$ cat src/rtl/snake_turn_queue_pkg.sv
// Direction encoding shared by the turn queue and the movement/collision blocks.
package snake_dir_pkg;

  // Bit 0 is the axis: 0 = vertical, 1 = horizontal.
  typedef enum logic [1:0] {
    UP    = 2'b00,
    RIGHT = 2'b01,
    DOWN  = 2'b10,
    LEFT  = 2'b11
  } dir_t;

  function automatic logic same_axis(input dir_t a, input dir_t b);
    return a[0] == b[0];
  endfunction

endpackage

$ cat src/rtl/snake_turn_queue_if.sv
// Button/tick/heading bundle for all player channels of the turn queue.
interface snake_turn_queue_if #(
  parameter int unsigned N_PLAYERS = 1,
  parameter int unsigned DEPTH     = 2
);
  localparam int unsigned CW = $clog2(DEPTH + 1);

  logic [4*N_PLAYERS-1:0]  btn;
  logic [N_PLAYERS-1:0]    step;
  logic [2*N_PLAYERS-1:0]  direction;
  logic [N_PLAYERS*CW-1:0] queue_count;
  logic [N_PLAYERS-1:0]    dropped;

  modport master (
    output btn,
    output step,
    input  direction,
    input  queue_count,
    input  dropped
  );

  modport slave (
    input  btn,
    input  step,
    output direction,
    output queue_count,
    output dropped
  );
endinterface

$ cat src/rtl/snake_turn_queue_fifo_ch.sv
// One player channel: button edge detect, perpendicular-turn filter,
// small turn FIFO and the registered heading it feeds on each step.
module turn_fifo_ch
  import snake_dir_pkg::*;
#(
  parameter int unsigned DEPTH    = 2,
  parameter dir_t        INIT_DIR = RIGHT,
  localparam int unsigned CW      = $clog2(DEPTH + 1)
) (
  input  logic          clock,
  input  logic          reset,
  input  logic [3:0]    btn,
  input  logic          step,
  output dir_t          direction,
  output logic [CW-1:0] queue_count,
  output logic          dropped
);

  // DEPTH=1 still needs a 1-bit pointer; it simply never leaves zero.
  localparam int unsigned PW = (DEPTH > 1) ? $clog2(DEPTH) : 1;

  logic [3:0]    btn_q;
  logic [3:0]    press;
  logic [PW-1:0] rd_ptr;
  logic [PW-1:0] wr_ptr;
  logic [PW-1:0] last_ptr;
  logic [CW-1:0] count;
  dir_t          mem [DEPTH];
  dir_t          tail;
  dir_t          cand_dir;
  logic          cand_valid;
  logic          full;
  logic          do_pop;
  logic          do_push;
  logic          do_drop;

  function automatic logic [PW-1:0] ptr_inc(input logic [PW-1:0] p);
    return (p == PW'(DEPTH - 1)) ? '0 : p + 1'b1;
  endfunction

  // Pick at most one accepted turn and decide push/pop/drop for this cycle.
  always_comb begin
    press      = btn & ~btn_q;
    last_ptr   = (wr_ptr == '0) ? PW'(DEPTH - 1) : wr_ptr - 1'b1;
    tail       = (count != '0) ? mem[last_ptr] : direction;
    cand_valid = 1'b0;
    cand_dir   = tail;
    // btn bit order is {left, down, right, up}
    if (!same_axis(tail, LEFT)) begin
      if (press[3]) begin
        cand_valid = 1'b1;
        cand_dir   = LEFT;
      end else if (press[1]) begin
        cand_valid = 1'b1;
        cand_dir   = RIGHT;
      end
    end else begin
      if (press[0]) begin
        cand_valid = 1'b1;
        cand_dir   = UP;
      end else if (press[2]) begin
        cand_valid = 1'b1;
        cand_dir   = DOWN;
      end
    end
    full    = (count == CW'(DEPTH));
    do_pop  = step && (count != '0);
    // A full FIFO still accepts when the same-cycle pop frees the head slot.
    do_push = cand_valid && (!full || step);
    do_drop = cand_valid && full && !step;
  end

  // Control state: edge-detect history, heading, pointers, count, drop pulse.
  always_ff @(posedge clock) begin
    if (reset) begin
      btn_q     <= '1;
      direction <= INIT_DIR;
      rd_ptr    <= '0;
      wr_ptr    <= '0;
      count     <= '0;
      dropped   <= 1'b0;
    end else begin
      btn_q   <= btn;
      dropped <= do_drop;
      if (do_pop) begin
        direction <= mem[rd_ptr];
        rd_ptr    <= ptr_inc(rd_ptr);
      end
      if (do_push) begin
        wr_ptr <= ptr_inc(wr_ptr);
      end
      case ({do_push, do_pop})
        2'b10:   count <= count + CW'(1);
        2'b01:   count <= count - CW'(1);
        default: count <= count;
      endcase
    end
  end

  // FIFO storage; contents are only meaningful under count, so no reset.
  always_ff @(posedge clock) begin
    if (!reset && do_push) begin
      mem[wr_ptr] <= cand_dir;
    end
  end

  assign queue_count = count;

endmodule

$ cat src/rtl/snake_turn_queue.sv
// Multi-player buffered turn decoder: one independent turn_fifo_ch per player.
module snake_turn_queue
  import snake_dir_pkg::*;
#(
  parameter int unsigned N_PLAYERS = 1,
  parameter int unsigned DEPTH     = 2,
  parameter dir_t        INIT_DIR  = RIGHT
) (
  input  logic              clock,
  input  logic              reset,
  snake_turn_queue_if.slave bus
);

  localparam int unsigned CW = $clog2(DEPTH + 1);

  dir_t [N_PLAYERS-1:0]          dir_arr;
  logic [N_PLAYERS-1:0][CW-1:0]  cnt_arr;
  logic [N_PLAYERS-1:0]          drop_arr;

  // One channel per player; the top only slices the shared buses.
  for (genvar p = 0; p < N_PLAYERS; p++) begin : g_ch
    turn_fifo_ch #(
      .DEPTH    (DEPTH),
      .INIT_DIR (INIT_DIR)
    ) u_ch (
      .clock       (clock),
      .reset       (reset),
      .btn         (bus.btn[4*p +: 4]),
      .step        (bus.step[p]),
      .direction   (dir_arr[p]),
      .queue_count (cnt_arr[p]),
      .dropped     (drop_arr[p])
    );
  end

  assign bus.direction   = dir_arr;
  assign bus.queue_count = cnt_arr;
  assign bus.dropped     = drop_arr;

endmodule

$ cat src/flat_wrapper.sv
// flat-port wrapper written by rule: the top's interface ports become plain ports
module snake_turn_queue_flat import snake_dir_pkg::*;
#(
  parameter int unsigned N_PLAYERS = 1,
  parameter int unsigned DEPTH     = 2,
  parameter dir_t        INIT_DIR  = RIGHT
)
  (clock, reset, bus_btn, bus_step, bus_direction, bus_queue_count, bus_dropped);
  snake_turn_queue_if #(.N_PLAYERS(N_PLAYERS), .DEPTH(DEPTH)) bus_i ();
  input  logic clock;
  input  logic reset;
  input wire logic [$bits(bus_i.btn)-1:0] bus_btn;
  input wire logic [$bits(bus_i.step)-1:0] bus_step;
  output wire logic [$bits(bus_i.direction)-1:0] bus_direction;
  output wire logic [$bits(bus_i.queue_count)-1:0] bus_queue_count;
  output wire logic [$bits(bus_i.dropped)-1:0] bus_dropped;
  assign bus_i.btn = bus_btn;
  assign bus_i.step = bus_step;
  assign bus_direction = bus_i.direction;
  assign bus_queue_count = bus_i.queue_count;
  assign bus_dropped = bus_i.dropped;
  snake_turn_queue #(.N_PLAYERS(N_PLAYERS), .DEPTH(DEPTH), .INIT_DIR(INIT_DIR)) u_core (.clock(clock), .reset(reset), .bus(bus_i));
endmodule
$ cat config.mk
export PLATFORM = sky130hd
export DESIGN_NAME = snake_turn_queue_flat
export DESIGN_NICKNAME = d
export VERILOG_FILES = /design/src/rtl/snake_turn_queue_pkg.sv /design/src/rtl/snake_turn_queue_if.sv /design/src/rtl/snake_turn_queue_fifo_ch.sv /design/src/rtl/snake_turn_queue.sv /design/src/flat_wrapper.sv
export SDC_FILE = /design/constraint.sdc
export NUM_CORES = 1
export LEC_CHECK = 0
export ABC_AREA = 1
export CORE_MARGIN = 3
export CORE_UTILIZATION = 50
export DETAILED_ROUTE_END_ITERATION = 8
export GPL_ROUTABILITY_DRIVEN = 0
export PLACE_DENSITY = 0.76
export REMOVE_ABC_BUFFERS = 1
export SLEW_MARGIN = 20
export SYNTH_ARGS = -nofsm -noshare
export SYNTH_HDL_FRONTEND = slang
export SYNTH_SLANG_ARGS = --single-unit
$ cat constraint.sdc
create_clock -name clock -period 1.9 [get_ports clock]
set_input_delay 0.38 -clock clock [delete_from_list [all_inputs] [get_ports clock]]
set_output_delay 0.38 -clock clock [all_outputs]
set_load 0.05 [all_outputs]
# --- After elaboration in Yosys (flattened, before gate mapping) ---
# Memories as Yosys holds them, arrays and structs flattened. A register that Yosys moved wholly into a read port is not among the register bits.
# Index checks and enable logic that the tools add are counted.
# Widths: inputs -> output; s select.
totals:
  n_memories: 1
  in_bits: 7
  register_bits: 9
  mem_bits_rw: 4
  output_inout_bits: 5
  elab_cells: 44
classes:
  addsub: 5
  n_bitwise: 2
  eq_ne: 3
  n_reduce_logical: 11
  muxes: 17
memory_table:
  columns: ["name", "words", "word_bits", "read_ports", "rd_ports_with_merged_regs", "wr", "line_no", "text"]
  rows:
  - ["u_core.g_ch[0].u_ch.mem", 2, 2, 2, 1, 1, "snake_turn_queue_fifo_ch.sv:28", "dir_t mem [DEPTH];"]
op_table:
  columns: ["op", "n"]
  rows:
  - ["$mux 2", 6]
  - ["$mux 1", 10]
  - ["$logic_and 1x1->1", 5]
  - ["$and 4x4->4", 1]
  - ["$eq 2x2->1 const B", 2]
  - ["$not 4->4", 1]
  - ["$pmux 2 s2", 1]
  - ["$reduce_bool 2->1", 2]
  - ["$logic_not 1->1", 3]
  - ["$add 1x1->1 const B", 2]
  - ["$add 2x1->2 const B", 1]
  - ["$eq 2x1->1 const B", 1]
  - ["$sub 2x1->2 const B", 1]
  - ["$logic_or 1x1->1", 1]
  - ["$sub 1x1->1 const B", 1]

# --- Depth between registers and ports, before layout ---
# Gate-level depths: netlist of the first run.
logic_depth:
  depth_word: 9
  depth_mapped: 11
  depth_no_buf: 11

# --- Worst setup path after synthesis of the first run ---
# No wires, ideal clock.
synth_path:
  path_kind: "flip-flop to flip-flop"
  from: "register u_core.g_ch[0].u_ch.count[0]"
  to: "register u_core.g_ch[0].u_ch.count[1]"
  setup_ns: 0.121
  arrival_ns: 1.779
  path_slack_ns: -0.001
  synth_period_minus_slack_ns: 1.901
  required_ns: 1.779
  path_buffers: 0
  path_stages_with_launch: 11
  cell_sequence: "dfxtp_1 -> inv_1 -> nand2_2 -> nand3_2 -> nand3_2 -> nand3_2 -> ha_1 -> inv_1 -> nand2_1 -> o21ai_0 -> a21oi_1"
synth_between:
  elab_chain_len: 6
  word_cells_on_any_way: 14
  cone_classes: "add/sub: 2; eq/ne: 3; mux: 3; reduce/logical: 6"
synth_lines:
  columns: ["item", "line_no", "text"]
  rows:
  - ["from (decl)", "snake_turn_queue_fifo_ch.sv:27", "logic [CW-1:0] count;"]
  - ["from (signal assigned)", "snake_turn_queue_fifo_ch.sv:93", "2'b10: count <= count + CW'(1);"]
  - ["from (signal assigned)", "snake_turn_queue_fifo_ch.sv:94", "2'b01: count <= count - CW'(1);"]
  - ["from (signal assigned)", "snake_turn_queue_fifo_ch.sv:95", "default: count <= count;"]
  - ["$reduce_bool 2->1 / $eq 2x2->1 (equally long branches)", "snake_turn_queue_fifo_ch.sv:45, snake_turn_queue_fifo_ch.sv:67, snake_turn_queue_fifo_ch.sv:66", null]
  - ["$mux 2 / $logic_not 1->1 (equally long branches)", "snake_turn_queue_fifo_ch.sv:45, snake_turn_queue_fifo_ch.sv:69", null]
  - ["$mux 1 / $logic_or 1x1->1 (equally long branches)", "snake_turn_queue_fifo_ch.sv:49, snake_turn_queue_fifo_ch.sv:69", null]
  - ["$logic_and 1x1->1", "snake_turn_queue_fifo_ch.sv:69", "do_push = cand_valid && (!full || step);"]
  - ["$eq 2x1->1 / $eq 2x2->1 (equally long branches)", "snake_turn_queue_fifo_ch.sv:92", "case ({do_push, do_pop})"]
  - ["$pmux 2 s2 / $reduce_bool 2->1 (equally long branches)", null, null]
# Several ways; a longest one is shown, not always the timed one.
# A chain may end at the register's enable or synchronous reset.

# --- Final worst setup path of the first run ---
layout_path:
  from: "register u_core.g_ch[0].u_ch.direction[0] (read register of u_core.g_ch[0].u_ch.mem)"
  to: "output port bus_direction[0]"
layout_rtl:
  columns: ["item", "line_no", "text"]
  rows:
  - ["from (decl)", "snake_turn_queue_fifo_ch.sv:14", "output dir_t direction,"]
  - ["to (decl)", "flat_wrapper.sv:14", "output wire logic [$bits(bus_i.direction)-1:0] bus_direction;"]
# No word-level cell between the ends.

==> impl_metrics.json, run 1 <==
{
  "ys_async_sr_fraction": 0,
  "r2r_start": "u_core.g_ch[0].u_ch.queue_count[0]$_SDFFE_PP0P_",
  "whs_ns": 0.4902,
  "syn_area_sq_um": 733.2,
  "cap_violations": 0,
  "start_util": 0.5497,
  "syn_inst": 95,
  "worst_pin_slew_ns": 0.4894,
  "critical_path_class": "reg -> out",
  "detail_route.wl_per_cell_um": 10.02,
  "setup_viol_count_final": 0,
  "ant_nets": 0,
  "detailed_place_hpwl_mm": 1.084,
  "crit_arrival_ns": 1.44,
  "end_kind": "output port",
  "yosysSeqAreaShare": 0.4642,
  "root_buffer": "clkbuf_4",
  "drt_iter0_markers": 12,
  "ios": 12,
  "grt_usage": 0.1619,
  "min_path_type": "reg -> reg",
  "cts_tree": "yes",
  "timing.rr.end": "u_core.g_ch[0].u_ch.queue_count[1]$_SDFFE_PP0P_",
  "layout-drive-gt1-share": 0.1913,
  "pwr-share-clk": 0.128,
  "critPathBufInv": 1,
  "grt.overflow.total": 0,
  "slew_viol_final": 0,
  "hold_start": "u_core.g_ch[0].u_ch.rd_ptr$_SDFFE_PP0P_",
  "path_cells": "clkdlybuf4s50_1",
  "cts_max_level": 1,
  "path_clk_slew_ns": 0.08,
  "fin_nets": 124,
  "rr_worst_depth": 10,
  "pwr-share-seq": 0.349,
  "antenna_found_initial": 0,
  "cts_hold_buf": 0,
  "ys_ff_latch": 15,
  "finalClockSkew_ns": 0.004327,
  "timing_hold_violations_final": 0,
  "grt_pass1_wl_mm": 2.352,
  "slew_headroom": 0.6727,
  "switchingPower_uw": 611.6,
  "first_global_vias": 586,
  "post_cts_resized": 0,
  "timing.fmax_ghz": 0.5484,
  "antenna_cells": 0,
  "swShare": 0.4426,
  "slowest_delay_ns": 0.81,
  "period_minus_slack_ns": 1.823,
  "cp.required_ns": 1.52,
  "ys_warn_count": 0,
  "leakagePower_uw": 0.0004651,
  "internal_power_uw": 770.3,
  "ys_top_cells_by_area": "dfxtp_1, edfxtp_1, nand2_1",
  "fin_util": 0.6886,
  "cpLargestDelayFamily": "buffers and inverters",
  "comb_power_share": 0.523,
  "avgViaCountPerCell": 4.946,
  "area.growth.synth_to_final_pct": 25.26,
  "vdd_drop_max_mv": 0.7433,
  "setup.worst_path.start_class": "register",
  "synth_top_flop_cell": "dfxtp_1",
  "wl_mm": 1.303,
  "synth_top_area_frac": 0.3003,
  "regToRegSetupSlack_ns": 0.24,
  "path_max_fanout": 3,
  "min_path_cells": 1,
  "min_to": "u_core.g_ch[0].u_ch.rd_ptr$_SDFFE_PP0P_",
  "clock_sinks": 15,
  "clockBufferDepth": 2,
  "syn_avg_cell_area_sq_um": 7.718,
  "min_period_over_period": 0.9597,
  "synthTopCellsByCount": "nand2_1, inv_1, dfxtp_1",
  "grt_max_degree": 9,
  "rsz0062_at_grt": "false",
  "core_area_sq_mm": 0.001334,
  "vias": 643,
  "first_pass_iters": 4,
  "synthMostInstantiatedCell": "nand2_1",
  "die-area_sq_mm": 0.001962,
  "fp-row-count": 13,
  "status": "completed",
  "p_per_area_mw_per_mm2": 1505,
  "postCtsSetupRepairBufs": 0,
  "drc": 0,
  "ys_types": 18,
  "synth_edf_count": 4,
  "clock_latency_ns": 0.28,
  "worst_path_max_delay_cell": "clkdlybuf4s50_1",
  "die_w_um": 44.30,
  "die_h_um": 44.30,
  "portBuffers": 11,
  "numCtsBuffers": 3,
  "synth_area_leader_cell": "dfxtp_1"
}
per-stage QoR:
step / setup TNS, ns / cell area, sq um / total power, uW / cells / setup WS [ns]
after floorplan: -0.0005019 / 733.2 / 1005 / 95 / -0.0005019
after global placement: -0.02275 / 892.1 / 1193 / 126 / -0.02275
after detailed placement: -0.04966 / 892.1 / 1211 / 126 / -0.04966
after CTS: 0 / 918.4 / 1392 / 130 / 0.06668
after global routing: 0 / 918.4 / 1516 / 130 / 0.03126
final: 0 / 918.4 / 1382 / 130 / 0.07662
routing by layer:
metal	wire, um	GRT usage	vias to the layer above
met3	76	0.03659	3
met5	0	0	-
met2	597	0.2529	18
li1	-	-	341
met4	15	0.05422	0
met1	613	0.2203	281
power groups by stage:
stage                     combinational [uW]  sequential [uW]  clock (uW)
after floorplan                          406              599           0
after global placement                   704              488           0
after detailed placement                 720              491           0
after CTS                                727              484         182
after global routing                     822              498         196
final                                    723              482         177
kinds of logic (layout without fill, tap and decap cells):
logic type               after synthesis  after routing  share of synthesized area
flip-flops                            15             15                     0.4642
adder cells (fa/ha/maj)                1              1                    0.01706
AO/OA/AOI/OAI                         12             12                    0.09385
AND/OR/NAND/NOR                       49             49                     0.3260
buffers and inverters                 17             37                    0.08703
XOR/XNOR                               1              1                    0.01195
cell usage in the layout (no fill, tap or decap), drive strengths merged:
cell type / netlist / layout
a21oi: 3 / 3
a31oi: 1 / 1
buf: 0 / 8
clkbuf: 0 / 4
clkdlybuf4s50: 0 / 8
dfxtp: 11 / 11
edfxtp: 4 / 4
ha: 1 / 1
inv: 17 / 17
nand2: 29 / 29
nand3: 9 / 9
nand3b: 1 / 1
nor2: 5 / 5
o211ai: 3 / 3
o21ai: 5 / 5
or2: 5 / 5
xor2: 1 / 1
state kept, by name, summed over array words and instances (netlist names):
register	cells
u_core.g_ch.u_ch.btn_q	4
u_core.g_ch.u_ch.mem	4
u_core.g_ch.u_ch.direction	2
u_core.g_ch.u_ch.queue_count	2
u_core.g_ch.u_ch.dropped	1
u_core.g_ch.u_ch.rd_ptr	1
u_core.g_ch.u_ch.wr_ptr	1
how the worst max path moves through the flow:
| stage | depth (start not counted) | end | from |
|---|---|---|---|
| floorplan | 10 | u_core.g_ch[0].u_ch.queue_count[1]$_SDFFE_PP0P_ | u_core.g_ch[0].u_ch.queue_count[0]$_SDFFE_PP0P_ |
| global placement | 11 | u_core.g_ch[0].u_ch.queue_count[1]$_SDFFE_PP0P_ | bus_btn[2] |
| detailed placement | 11 | u_core.g_ch[0].u_ch.queue_count[1]$_SDFFE_PP0P_ | bus_btn[2] |
| CTS | 1 | bus_direction[0] | u_core.g_ch[0].u_ch.direction[0]$_SDFFE_PP1P_ |
| global route | 11 | u_core.g_ch[0].u_ch.queue_count[1]$_SDFFE_PP0P_ | bus_btn[0] |
| finish | 1 | bus_direction[0] | u_core.g_ch[0].u_ch.direction[0]$_SDFFE_PP1P_ |
area by class of cell:
type	count	area (sq um)
sequential	15	340.3
multi-input combinational	63	329.1
timing repair buffer	16	140.1
fill	114	415.4
inverter	17	63.81
tap	15	18.77
clock buffer	4	26.28
Power figures use the tool's default switching activity.
==> inputs of run 2 (changes only) <==
SETUP_SLACK_MARGIN = 0.15   (was unset)
==> impl_metrics.json, run 2 (synthesized netlist as in run 1, its figures left out) <==
{
  "status": "completed",
  "cpLargestDelayFamily": "buffers and inverters",
  "crit_arrival_ns": 1.79,
  "vdd_drop_max_mv": 0.7733,
  "grt.overflow.total": 0,
  "cap_violations": 0,
  "first_global_vias": 586,
  "root_buffer": "clkbuf_4",
  "antenna_cells": 0,
  "internal_power_uw": 782.6,
  "cp.required_ns": 2.07,
  "cp_common_cell": "nand2_1",
  "detail_route.wl_per_cell_um": 10.65,
  "p_per_area_mw_per_mm2": 1507,
  "drt_iter0_markers": 9,
  "clock_latency_ns": 0.28,
  "regToRegSetupSlack_ns": 0.32,
  "layout-drive-gt1-share": 0.2522,
  "antenna_found_initial": 0,
  "setup_viol_count_final": 0,
  "clock_sinks": 15,
  "detailed_place_hpwl_mm": 1.084,
  "vias": 646,
  "worst_pin_slew_ns": 0.4847,
  "min_path_cells": 2,
  "postCtsSetupRepairBufs": 0,
  "die_w_um": 44.30,
  "timing_hold_violations_final": 0,
  "die-area_sq_mm": 0.001962,
  "avgViaCountPerCell": 4.969,
  "cts_tree": "yes",
  "cts_max_level": 1,
  "placedCellCount": 126,
  "reg_top3": "u_core.g_ch.u_ch.btn_q x4, u_core.g_ch.u_ch.mem x4",
  "final_common_cell": "nand2_1",
  "path_clk_slew_ns": 0.08,
  "path_max_fanout": 3,
  "hold_start": "bus_btn[2]",
  "numCtsBuffers": 3,
  "crit_start": "bus_btn[1]",
  "layout_common_cells": "nand2_1, inv_1, dfxtp_1, buf_4",
  "grt_usage": 0.1619,
  "period_minus_slack_ns": 1.611,
  "drc": 0,
  "fp-row-count": 13,
  "ios": 12,
  "comb_power_share": 0.527,
  "min_to": "u_core.g_ch[0].u_ch.btn_q[2]$_SDFF_PP1_",
  "slew_headroom": 0.6782,
  "timing.rr.end": "u_core.g_ch[0].u_ch.queue_count[1]$_SDFFE_PP0P_",
  "rsz0062_at_grt": "false",
  "area.growth.synth_to_final_pct": 28.67,
  "slowest_delay_ns": 0.47,
  "start_util": 0.5497,
  "wl_mm": 1.385,
  "critPathBufInv": 3,
  "worst_path_max_delay_cell": "clkdlybuf4s50_1",
  "rr_worst_depth": 10,
  "end_kind": "register",
  "critical_path_class": "in -> reg",
  "leakagePower_uw": 0.0004902,
  "fillers": 121,
  "ant_nets": 0,
  "cts_hold_buf": 0,
  "min_period_over_period": 0.8481,
  "finalNonFillerCells": 130,
  "slew_viol_final": 0,
  "whs_ns": 0.3503,
  "die_h_um": 44.30,
  "min_path_type": "in -> reg",
  "pwr-share-seq": 0.348,
  "finalClockSkew_ns": 0.002233,
  "fin_nets": 124,
  "pwr-share-clk": 0.125,
  "clockBufferDepth": 2,
  "core_area_sq_mm": 0.001334,
  "grt_max_degree": 9,
  "grt_pass1_wl_mm": 2.352,
  "swShare": 0.4495,
  "path_cells": "clkdlybuf4s50_1, nand2_1, nand2_1, inv_1, nand3_2, nand3_2, ha_2, inv_1, nand2_1, o21ai_1, a21oi_1",
  "portBuffers": 11,
  "first_pass_iters": 4,
  "setup.worst_path.start_class": "primary input",
  "timing.fmax_ghz": 0.6206,
  "r2r_start": "u_core.g_ch[0].u_ch.queue_count[0]$_SDFFE_PP0P_",
  "switchingPower_uw": 639.0
}
run 2: worst max-delay path by stage:
stage | end | slack [ns] | cells past startpoint
6_report | u_core.g_ch[0].u_ch.queue_count[1]$_SDFFE_PP0P_ | 0.29 | 11
5_1_grt | u_core.g_ch[0].u_ch.queue_count[1]$_SDFFE_PP0P_ | 0.14 | 11
4_1_cts | u_core.g_ch[0].u_ch.queue_count[1]$_SDFFE_PP0P_ | 0.24 | 9
3_5_place_dp | u_core.g_ch[0].u_ch.queue_count[1]$_SDFFE_PP0P_ | -0.05 | 11
3_3_place_gp | u_core.g_ch[0].u_ch.queue_count[1]$_SDFFE_PP0P_ | -0.02 | 11
2_1_floorplan | u_core.g_ch[0].u_ch.queue_count[1]$_SDFFE_PP0P_ | -0.0005 | 10
run 2: power groups by stage:
| stage | Sequential (uW) | Clock, uW | Combinational [uW] |
|---|---|---|---|
| after detailed placement | 491 | 0 | 720 |
| after floorplan | 599 | 0 | 406 |
| after CTS | 483 | 182 | 722 |
| after global placement | 488 | 0 | 704 |
| final | 495 | 178 | 749 |
| after global routing | 509 | 196 | 845 |
run 2: final cells by class:
class                           instances  area, sq um  area share
Timing Repair Buffer                   16        142.6      0.1512
Multi-Input combinational cell         63        349.1      0.3700
Inverter                               17        63.81     0.06764
Tap cell                               15        18.77     0.01989
Clock buffer                            4        26.28     0.02785
Sequential cell                        15        342.8      0.3634
run 2: worst register-to-register path, cell delays in order, from the launching register on:
cell,delay [ns]
dfxtp_2,0.40
inv_1,0.09
nand2_2,0.11
nand3_2,0.11
nand3_2,0.09
nand3_2,0.09
ha_2,0.25
inv_1,0.08
nand2_1,0.07
o21ai_1,0.13
a21oi_1,0.04
run 2: metrics by stage:
| step | setup TNS [ns] | area [sq um] | utilization | power (uW) | setup slack (ns) |
|---|---|---|---|---|---|
| 2_1_floorplan | -0.0005019 | 733.2 | - | 1005 | -0.0005019 |
| 3_3_place_gp | -0.02275 | 892.1 | 0.6689 | 1193 | -0.02275 |
| 3_5_place_dp | -0.04966 | 892.1 | 0.6689 | 1211 | -0.04966 |
| 4_1_cts | 0 | 915.9 | 0.6867 | 1387 | 0.2391 |
| 5_1_grt | 0 | 943.4 | 0.7073 | 1550 | 0.1398 |
| 6_report | 0 | 943.4 | 0.7073 | 1422 | 0.2887 |
run 2: timing repair:
action / in CTS / in global routing
cloned: 0 / 0
pin swaps: 0 / 3
resized for setup: 2 / 11
setup endpoints to repair: 2 / 1
run 2: per-layer routing:
metal / vias up / wire, um / GRT usage
met5: - / 0 / 0
met4: 0 / 14 / 0.05422
met3: 3 / 65 / 0.03659
met2: 18 / 626 / 0.2529
met1: 284 / 679 / 0.2203
li1: 341 / - / -
==> inputs of run 3 (changes only) <==
clock period = 1.6 ns   (was 1.9 ns; I/O delays follow)
==> impl_metrics.json, run 3 (synthesized netlist as in run 1, its figures left out) <==
{
  "start_util": 0.5497,
  "antenna_found_initial": 0,
  "first_global_vias": 874,
  "tns_ns": 0,
  "drc": 0,
  "setup_viol_count_final": 0,
  "clock_latency_ns": 0.29,
  "worst_pin_slew_ns": 0.3106,
  "reg_top3": "u_core.g_ch.u_ch.btn_q x4, u_core.g_ch.u_ch.mem x4",
  "die_w_um": 44.30,
  "clockBufferDepth": 2,
  "root_buffer": "clkbuf_4",
  "final_common_cell": "buf_4",
  "period_minus_slack_ns": 1.578,
  "numCtsBuffers": 3,
  "setup.worst_path.start_class": "register",
  "slew_headroom": 0.7927,
  "layout-drive-gt1-share": 0.5255,
  "portBuffers": 11,
  "power.total_uw": 2361,
  "clock_sinks": 15,
  "worst_path_max_delay_cell": "edfxtp_1",
  "slowest_delay_ns": 0.43,
  "vdd_drop_max_mv": 1.263,
  "layout_common_cells": "buf_4, nand2_1, inv_1, nand2_2, dfxtp_1",
  "cp.required_ns": 1.79,
  "area.growth.synth_to_final_pct": 67.58,
  "vias": 837,
  "detail_route.wl_per_cell_um": 17.27,
  "grt_max_degree": 9,
  "critical_path_class": "reg -> reg",
  "cp_common_cell": "nand2_2",
  "first_pass_iters": 4,
  "fp-row-count": 13,
  "rsz0062_at_grt": "true",
  "detailed_place_hpwl_mm": 1.297,
  "grt.overflow.total": 0,
  "ant_nets": 0,
  "finalClockSkew_ns": 0.01240,
  "timing_hold_violations_final": 0,
  "grt_pass1_wl_mm": 3.946,
  "leakagePower_uw": 0.0005971,
  "min_period_over_period": 0.9861,
  "crit_arrival_ns": 1.77,
  "timing.fmax_ghz": 0.6338,
  "ios": 12,
  "critPathBufInv": 0,
  "end_kind": "register",
  "drt_iter0_markers": 26,
  "min_path_type": "in -> reg",
  "core_area_sq_mm": 0.001334,
  "die-area_sq_mm": 0.001962,
  "fillers": 45,
  "cts_max_level": 1,
  "die_h_um": 44.30,
  "antenna_cells": 0,
  "grt_usage": 0.2821,
  "p_per_area_mw_per_mm2": 1922,
  "avgViaCountPerCell": 5.507,
  "cts_tree": "yes",
  "wl_mm": 2.625,
  "cap_violations": 0,
  "status": "completed",
  "cpLargestDelayFamily": "simple AND/OR/NAND/NOR gates",
  "slew_viol_final": 0,
  "fin_nets": 146,
  "cts_hold_buf": 0,
  "path_max_fanout": 2,
  "path_cells": "nand2_2, nand2_2, nand2_2, nand3_2, nand3_4, ha_4, xor2_2, nand2_1, o21ai_1, a21oi_1",
  "path_clk_slew_ns": 0.10
}
[run 3: worst paths after layout]
| check | from | endpoint | slack [ns] | cells past startpoint |
|---|---|---|---|---|
| worst min register to register | u_core.g_ch[0].u_ch.rd_ptr$_SDFFE_PP0P_ | u_core.g_ch[0].u_ch.rd_ptr$_SDFFE_PP0P_ | 0.51 | 1 |
| worst min-delay path | bus_btn[1] | u_core.g_ch[0].u_ch.btn_q[1]$_SDFF_PP1_ | 0.34 | 2 |
| worst max register to register | u_core.g_ch[0].u_ch.mem[1][0]$_DFFE_PP_ | u_core.g_ch[0].u_ch.queue_count[1]$_SDFFE_PP0P_ | 0.02 | 10 |
| worst max-delay path | u_core.g_ch[0].u_ch.mem[1][0]$_DFFE_PP_ | u_core.g_ch[0].u_ch.queue_count[1]$_SDFFE_PP0P_ | 0.02 | 10 |
[run 3: timing repair]
action,4_1_cts,5_1_grt
pin swaps,14,13
setup endpoints to repair,4,8
setup buffers,13,0
resized for setup,20,25
[run 3: where the power goes]
part	leakage [uW]	internal [uW]	switching [uW]
clock	0.0000150	97.0	130
sequential	0.000129	527	113
combinational	0.000453	641	854
total	0.000597	1260	1100
[run 3: layout make-up]
| cell class | instances | area (sq um) | share of cell area |
|---|---|---|---|
| clock buffers | 4 | 26.28 | 0.02138 |
| inverters | 17 | 66.31 | 0.05397 |
| multi-input cells | 63 | 420.4 | 0.3422 |
| flip-flops and latches | 15 | 352.8 | 0.2872 |
| well taps | 15 | 18.77 | 0.01527 |
| repair buffers | 38 | 344.1 | 0.2800 |
[run 3: routing by layer]
metal  vias to the layer above  track usage  share of wire
met4                         0       0.1867          0.058
met3                        22      0.05691          0.065
met1                       383       0.3155           0.39
met5                         -            0              0
met2                        45       0.4797           0.49
li1                        387            -              -
[run 3: worst register-to-register path: cells and delay by family (launching register included)]
kind                       cells  cell delay, ns
and+or+nand+nor                6            0.53
DFF                            1            0.43
AOI/OAI and AO/OA              2            0.21
xor gates and xnor gates       1            0.16
adders and majority gates      1            0.14
[run 3: per-stage QoR]
| step | hold WS, ns | instances | instance area (sq um) | worst slack [ns] | utilization |
|---|---|---|---|---|---|
| detailed placement | 0.4839 | 135 | 992.2 | -0.3378 | 0.7439 |
| global placement | 0.4675 | 135 | 992.2 | -0.2557 | 0.7439 |
| CTS | 0.3670 | 152 | 1150 | 0.1081 | 0.8621 |
| floorplan | 0.4238 | 95 | 733.2 | -0.3005 | - |
| finish | 0.3440 | 152 | 1229 | 0.02228 | 0.9212 |
| global route | 0.3530 | 152 | 1229 | -0.05524 | 0.9212 |
